## config.mk

```make
export PLATFORM = sky130hd
export DESIGN_NAME = fetch_unit
export DESIGN_NICKNAME = d
export VERILOG_FILES = /design/src/rtl/fetch_unit_pkg.sv /design/src/rtl/fetch_unit_fifo.sv /design/src/rtl/fetch_unit.sv
export SDC_FILE = /design/constraint.sdc
export NUM_CORES = 1
export LEC_CHECK = 0
export BUFFER_PORTS_ARGS = -buffer_cell sky130_fd_sc_hd__buf_2
export CAP_MARGIN = 20
export CELL_PAD_IN_SITES_DETAIL_PLACEMENT = 1
export CELL_PAD_IN_SITES_GLOBAL_PLACEMENT = 2
export CORE_MARGIN = 2
export CORE_UTILIZATION = 43
export CTS_CLUSTER_SIZE = 28
export DETAILED_ROUTE_END_ITERATION = 10
export GPL_ROUTABILITY_DRIVEN = 1
export GPL_TIMING_DRIVEN = 0
export HOLD_SLACK_MARGIN = 0.12
export PLACE_DENSITY_LB_ADDON = 0.1
export SLEW_MARGIN = 20
export SYNTH_ARGS = -nofsm -noshare
export SYNTH_HDL_FRONTEND = slang
export SYNTH_HIERARCHICAL = 1
export SYNTH_SLANG_ARGS = --single-unit
export TNS_END_PERCENT = 5
```

## constraint.sdc

```tcl
create_clock -name clk -period 4.25 [get_ports clk]
set_input_delay 0.85 -clock clk [delete_from_list [all_inputs] [get_ports clk]]
set_output_delay 0.85 -clock clk [all_outputs]
set_load 0.05 [all_outputs]
```

## src/rtl/fetch_unit_pkg.sv

```systemverilog
// Shared fetch/decode definitions: instruction format classes, the
// predecode helper and the prefetch FIFO entry layout.
// Optional macro FETCH_PREDECODE_EN adds a format field to each entry.
package fetch_unit_pkg;

  localparam int INST_BYTES = 4;
  localparam int FETCH_PC_W = 32;

  typedef enum logic [2:0] {
    r_format = 3'd0,
    i_format = 3'd1,
    s_format = 3'd2,
    b_format = 3'd3,
    u_format = 3'd4,
    j_format = 3'd5,
    x_format = 3'd7
  } instr_format;

  // Classify a 32-bit instruction from opcode bits [6:2].
  function automatic instr_format decode32_format(input logic [4:0] op);
    instr_format fmt;
    fmt = x_format;
    case (op)
      5'b01100, 5'b01110:                                     fmt = r_format;
      5'b00000, 5'b00100, 5'b00110, 5'b11001, 5'b11100, 5'b00011: fmt = i_format;
      5'b01000:                                               fmt = s_format;
      5'b11000:                                               fmt = b_format;
      5'b01101, 5'b00101:                                     fmt = u_format;
      5'b11011:                                               fmt = j_format;
      default:                                                fmt = x_format;
    endcase
    return fmt;
  endfunction

  typedef struct packed {
    logic [31:0]           inst;
    logic [FETCH_PC_W-1:0] pc;
`ifdef FETCH_PREDECODE_EN
    instr_format           fmt;
`endif
  } fetch_entry_t;

endpackage

```

## src/rtl/fetch_unit_fifo.sv

```systemverilog
// fetch_fifo: synchronous in-order prefetch buffer of DEPTH entries
// (DEPTH a power of two). Head is read combinationally from storage.
// A flush empties the buffer; a push in the flush cycle is discarded.
module fetch_fifo
  import fetch_unit_pkg::*;
#(
  parameter int DEPTH = 4
) (
  input  logic                   clk,
  input  logic                   rst_n,
  input  logic                   push,
  input  fetch_entry_t           push_data,
  input  logic                   pop,
  input  logic                   flush,
  output logic                   full,
  output logic                   empty,
  output logic [$clog2(DEPTH):0] count,
  output fetch_entry_t           head
);

  localparam int AW = $clog2(DEPTH);
  localparam int PW = AW + 1;

  fetch_entry_t   mem [DEPTH];
  logic [AW:0]    wr_ptr;
  logic [AW:0]    rd_ptr;

  assign count = wr_ptr - rd_ptr;
  assign full  = (count == PW'(DEPTH));
  assign empty = (count == '0);
  assign head  = mem[rd_ptr[AW-1:0]];

  // Read/write pointers; flush returns both to zero.
  always_ff @(posedge clk or negedge rst_n) begin
    if (!rst_n) begin
      wr_ptr <= '0;
      rd_ptr <= '0;
    end else if (flush) begin
      wr_ptr <= '0;
      rd_ptr <= '0;
    end else begin
      if (push)          wr_ptr <= wr_ptr + PW'(1);
      if (pop && !empty) rd_ptr <= rd_ptr + PW'(1);
    end
  end

  // Entry storage; cleared on reset so the head reads as zero.
  always_ff @(posedge clk or negedge rst_n) begin
    if (!rst_n) begin
      for (int i = 0; i < DEPTH; i++) mem[i] <= '0;
    end else if (push && !flush) begin
      mem[wr_ptr[AW-1:0]] <= push_data;
    end
  end

endmodule

```

## src/rtl/fetch_unit.sv

```systemverilog
// fetch_unit: owns the PC, issues word reads to instruction memory,
// buffers returned words in fetch_fifo and hands {inst, pc} to decode.
// Optional macro FETCH_PREDECODE_EN adds the inst_fmt output.
//
// Handshakes: a transfer happens on a rising edge where valid && ready.
// A source holds valid and its payload stable until the transfer, except
// that a redirect withdraws the pending fetch request. Ready may depend
// on valid; valid never depends on ready.
module fetch_unit
  import fetch_unit_pkg::*;
#(
  parameter int              PC_W     = 32,
  parameter int              DEPTH    = 4,
  parameter logic [PC_W-1:0] RESET_PC = '0
) (
  input  logic            clk,
  input  logic            rst_n,
  output logic            imem_req_valid,
  input  logic            imem_req_ready,
  output logic [PC_W-1:0] imem_addr,
  input  logic            imem_rsp_valid,
  input  logic [31:0]     imem_rdata,
  output logic            inst_valid,
  input  logic            inst_ready,
  output logic [31:0]     inst,
  output logic [PC_W-1:0] inst_pc,
`ifdef FETCH_PREDECODE_EN
  output instr_format     inst_fmt,
`endif
  input  logic            redirect_valid,
  input  logic [PC_W-1:0] redirect_pc
);

  localparam int CW = $clog2(DEPTH) + 1;
  localparam int UW = CW + 1;

  logic [PC_W-1:0] fetch_pc;
  logic [PC_W-1:0] rsp_pc;
  logic [PC_W-1:0] redirect_base;
  logic [CW-1:0]   outstanding;
  logic [CW-1:0]   outstanding_next;
  logic [CW-1:0]   drop;
  logic [CW-1:0]   fifo_count;
  logic [UW-1:0]   used;
  logic            accept;
  logic            keep;
  logic            push;
  logic            pop;
  logic            fifo_full;
  logic            fifo_empty;
  fetch_entry_t    push_entry;
  fetch_entry_t    head;

  // Credits count both buffered words and requests still in flight, so
  // every kept response is guaranteed a FIFO slot.
  assign redirect_base    = redirect_pc & ~PC_W'(3);
  assign used             = {1'b0, fifo_count} + {1'b0, outstanding};
  assign imem_req_valid   = rst_n && !redirect_valid && (used < UW'(DEPTH));
  assign imem_addr        = fetch_pc;
  assign accept           = imem_req_valid && imem_req_ready;
  assign keep             = imem_rsp_valid && (drop == '0);
  assign push             = keep && !redirect_valid;
  assign pop              = inst_valid && inst_ready;
  assign outstanding_next = outstanding + CW'(accept) - CW'(imem_rsp_valid);

  assign inst_valid = !fifo_empty;
  assign inst       = head.inst;
  assign inst_pc    = PC_W'(head.pc);
`ifdef FETCH_PREDECODE_EN
  assign inst_fmt   = head.fmt;
`endif

  // Build the FIFO entry for the response arriving this cycle.
  always_comb begin
    push_entry      = '0;
    push_entry.inst = imem_rdata;
    push_entry.pc   = FETCH_PC_W'(rsp_pc);
`ifdef FETCH_PREDECODE_EN
    push_entry.fmt  = decode32_format(imem_rdata[6:2]);
`endif
  end

  // Request PC and response PC; a redirect restarts both at the target.
  always_ff @(posedge clk or negedge rst_n) begin
    if (!rst_n) begin
      fetch_pc <= RESET_PC;
      rsp_pc   <= RESET_PC;
    end else if (redirect_valid) begin
      fetch_pc <= redirect_base;
      rsp_pc   <= redirect_base;
    end else begin
      if (accept) fetch_pc <= fetch_pc + PC_W'(INST_BYTES);
      if (keep)   rsp_pc   <= rsp_pc + PC_W'(INST_BYTES);
    end
  end

  // In-flight count and the number of stale responses still to discard.
  always_ff @(posedge clk or negedge rst_n) begin
    if (!rst_n) begin
      outstanding <= '0;
      drop        <= '0;
    end else begin
      outstanding <= outstanding_next;
      if (redirect_valid)                      drop <= outstanding_next;
      else if (imem_rsp_valid && drop != '0)   drop <= drop - CW'(1);
    end
  end

  fetch_fifo #(
    .DEPTH (DEPTH)
  ) u_fifo (
    .clk       (clk),
    .rst_n     (rst_n),
    .push      (push),
    .push_data (push_entry),
    .pop       (pop),
    .flush     (redirect_valid),
    .full      (fifo_full),
    .empty     (fifo_empty),
    .count     (fifo_count),
    .head      (head)
  );

  // The credit limit means a kept response never meets a full buffer.
  assert property (@(posedge clk) disable iff (!rst_n) !(push && fifo_full));

endmodule
```

==> results.sh <==
export IMPL_status="completed"
export IMPL_core_um2=37600
export IMPL_clock_latency_ps=550
export IMPL_power_uw=10500
export IMPL_hold_buffers=0
export IMPL_antenna_found_initial=0
export IMPL_ant_nets=0
export IMPL_root_buffer="clkbuf_16"
export IMPL_dpl_hpwl_mm=28.0
export IMPL_power_density_nw_per_um2=544
export IMPL_grt_max_degree=77
export IMPL_peakVddDrop_mv=0.234
export IMPL_numCtsBuffers=39
export IMPL_synth_area_um2=16400
export IMPL_setup_violations=0
export IMPL_gp_congestion=0.778
export IMPL_crit_path_max_fanout=15
export IMPL_avgSynthCellArea_um2=15.2
export IMPL_cp_data_required_time_ps=4710
export IMPL_wl_per_cell_um=22.3
export IMPL_grt_pass1_wl_mm=65.0
export IMPL_tightest_slew_ps=1060
export IMPL_diodes=0
export IMPL_cts_num_sinks=328
export IMPL_synth_cells=1078
export IMPL_io_pins=168
export IMPL_clk_pin_slew_ps=60
export IMPL_wl_mm=40.8
export IMPL_yosys_warnings=6
export IMPL_hold_class="primary input to asynchronous set/reset pin"
export IMPL_maxCapViolCount=0
export IMPL_grt_overflow=0
export IMPL_dieWidth_um=199
export IMPL_met2_usage=0.362
export IMPL_nets=1384
export IMPL_arrival_ps=4470
export IMPL_num_vias=9782
export IMPL_post_route_period_util=0.944
export IMPL_fin_skew_ps=14.8
export IMPL_maxSlewViolCount=0
export IMPL_finalCriticalPeriod_ps=4010
export IMPL_dpl_worst_slack_ps=-221
export IMPL_worst_slack_ps=237
export IMPL_route_detailed_drc=0
export IMPL_first_global_vias=10959
export IMPL_hold_viol=0
export IMPL_h_tree_depth=2
export IMPL_grt_use_total=0.216
export IMPL_die_area_um2=39600
export IMPL_initial_utilization=0.435
export IMPL_cts_tree="done"
export IMPL_clock_path_buffers=3
export IMPL_row_count=71
export IMPL_area_growth_pct=17.5
export IMPL_start_kind="flop"
export IMPL_clock_fmax_ghz=0.249
export IMPL_drive_gt1_frac=0.466
export IMPL_drt_iter0_markers=339
export IMPL_finalNonFillerCells=1832
export IMPL_critPathKind="flop to flop"
export IMPL_routed_via_density=5.34
export IMPL_grt_met1_usage=0.291
export IMPL_slew_headroom=0.289
export IMPL_use_met3=0.0311
export IMPL_firstDrtPassIters=4
export IMPL_dpl_cell_count=1765
export IMPL_die_h_um=199
export IMPL_worst_setup_path_end_kind="flop"
export IMPL_port_buffer_count=163
export IMPL_busiest_layer="met2"
export IMPL_p_leak_uw=0.00959
[layer usage]
layer | vias up | share of wire
met2 | 174 | 0.49
met1 | 5160 | 0.46
met3 | 57 | 0.034
li1 | 4391 | -
met4 | 0 | 0.023
met5 | - | 0
[report_power, final]
part,internal [uW],leakage (uW),switching (uW)
registers,3610,0.00435,371
clock network,1930,0.000601,1320
logic,1250,0.00463,1980
total,6790,0.00959,3670
[layout make-up]
| class | count | area (um2) |
|---|---|---|
| buffer | 55 | 494 |
| clock buffer | 53 | 1100 |
| clock inverter | 11 | 123 |
| fill | 3733 | 18300 |
| inverter | 21 | 81.3 |
| multi-input combinational | 682 | 7630 |
| sequential | 328 | 8210 |
| tap | 511 | 639 |
| timing repair buffer | 171 | 966 |
[timing repair]
item / 4_1_cts / 5_1_grt
gates resized for setup: 0 / 5
setup buffers: 0 / 4
gates cloned: 0 / 0
endpoints found under the setup margin: 2 / 2
pin swaps: 0 / 1
[cell usage in the layout, fill, tap and decap left out, drive strengths merged, types with 2 or more instances in the layout]
| cell type | count |
|---|---|
| nor2b | 5 |
| conb | 10 |
| mux4 | 64 |
| clkinv | 4 |
| clkbuf | 61 |
| a21boi | 4 |
| ha | 14 |
| a21oi | 6 |
| nand2 | 63 |
| a31o | 4 |
| nor4 | 9 |
| nor2 | 29 |
| mux2i | 4 |
| bufinv | 2 |
| a31oi | 9 |
| nand3 | 31 |
| buf | 218 |
| o311ai | 6 |
| or3 | 7 |
| nand4 | 24 |
| o211ai | 11 |
| xnor2 | 15 |
| nor3 | 8 |
| inv | 25 |
| o21ai | 37 |
| nand2b | 7 |
| and3 | 12 |
| dfrtp | 328 |
| mux2 | 264 |
| and2 | 4 |
| fa | 2 |
| xor2 | 23 |
[per-stage QoR]
stage / hold WS (ps) / util / area (um2) / setup TNS, ps
2_1_floorplan: 474 / - / 16400 / 0
3_3_place_gp: 483 / 0.475 / 17900 / -1546380
3_5_place_dp: 488 / 0.478 / 18000 / -280
4_1_cts: 244 / 0.511 / 19200 / 0
5_1_grt: 268 / 0.512 / 19200 / -34.7
6_report: 253 / 0.512 / 19200 / 0
[path summary, 6_finish.rpt]
kind                             startpoint         endpoint  slack [ps]  cells after the start
setup / recovery           u_fifo/wr_ptr[0]          drop[2]         240                     19
hold / removal                        rst_n  u_fifo/mem[247]         250                      1
setup reg to reg           u_fifo/wr_ptr[0]          drop[2]         240                     19
hold reg to reg              u_fifo/mem[33]   u_fifo/mem[33]         500                      1
max in group asynchronous             rst_n  u_fifo/mem[220]        2900                      3
min in group clk             u_fifo/mem[33]   u_fifo/mem[33]         500                      1
[flip-flops by register name (all words and copies together) (netlist names)]
name           count
u_fifo/wr_ptr      3
drop               3
imem_addr         30
outstanding        3
u_fifo/mem       256
rsp_pc            30
u_fifo/rd_ptr      3
[critical path, cell delays in order (launching register included)]
cell and delay, ps:
dfrtp_1 380, inv_1 100, ha_1 210, fa_1 360, xnor3_2 270, inv_1 90, ha_1 300, nor4b_2 260
and3_1 210, buf_6 170, inv_4 110, ha_1 280, inv_1 50, ha_1 130, inv_1 50, fa_1 410
xnor2_2 160, xnor2_1 210, nand2_1 70, o21ai_0 90
(Power assumes the default switching activity.)
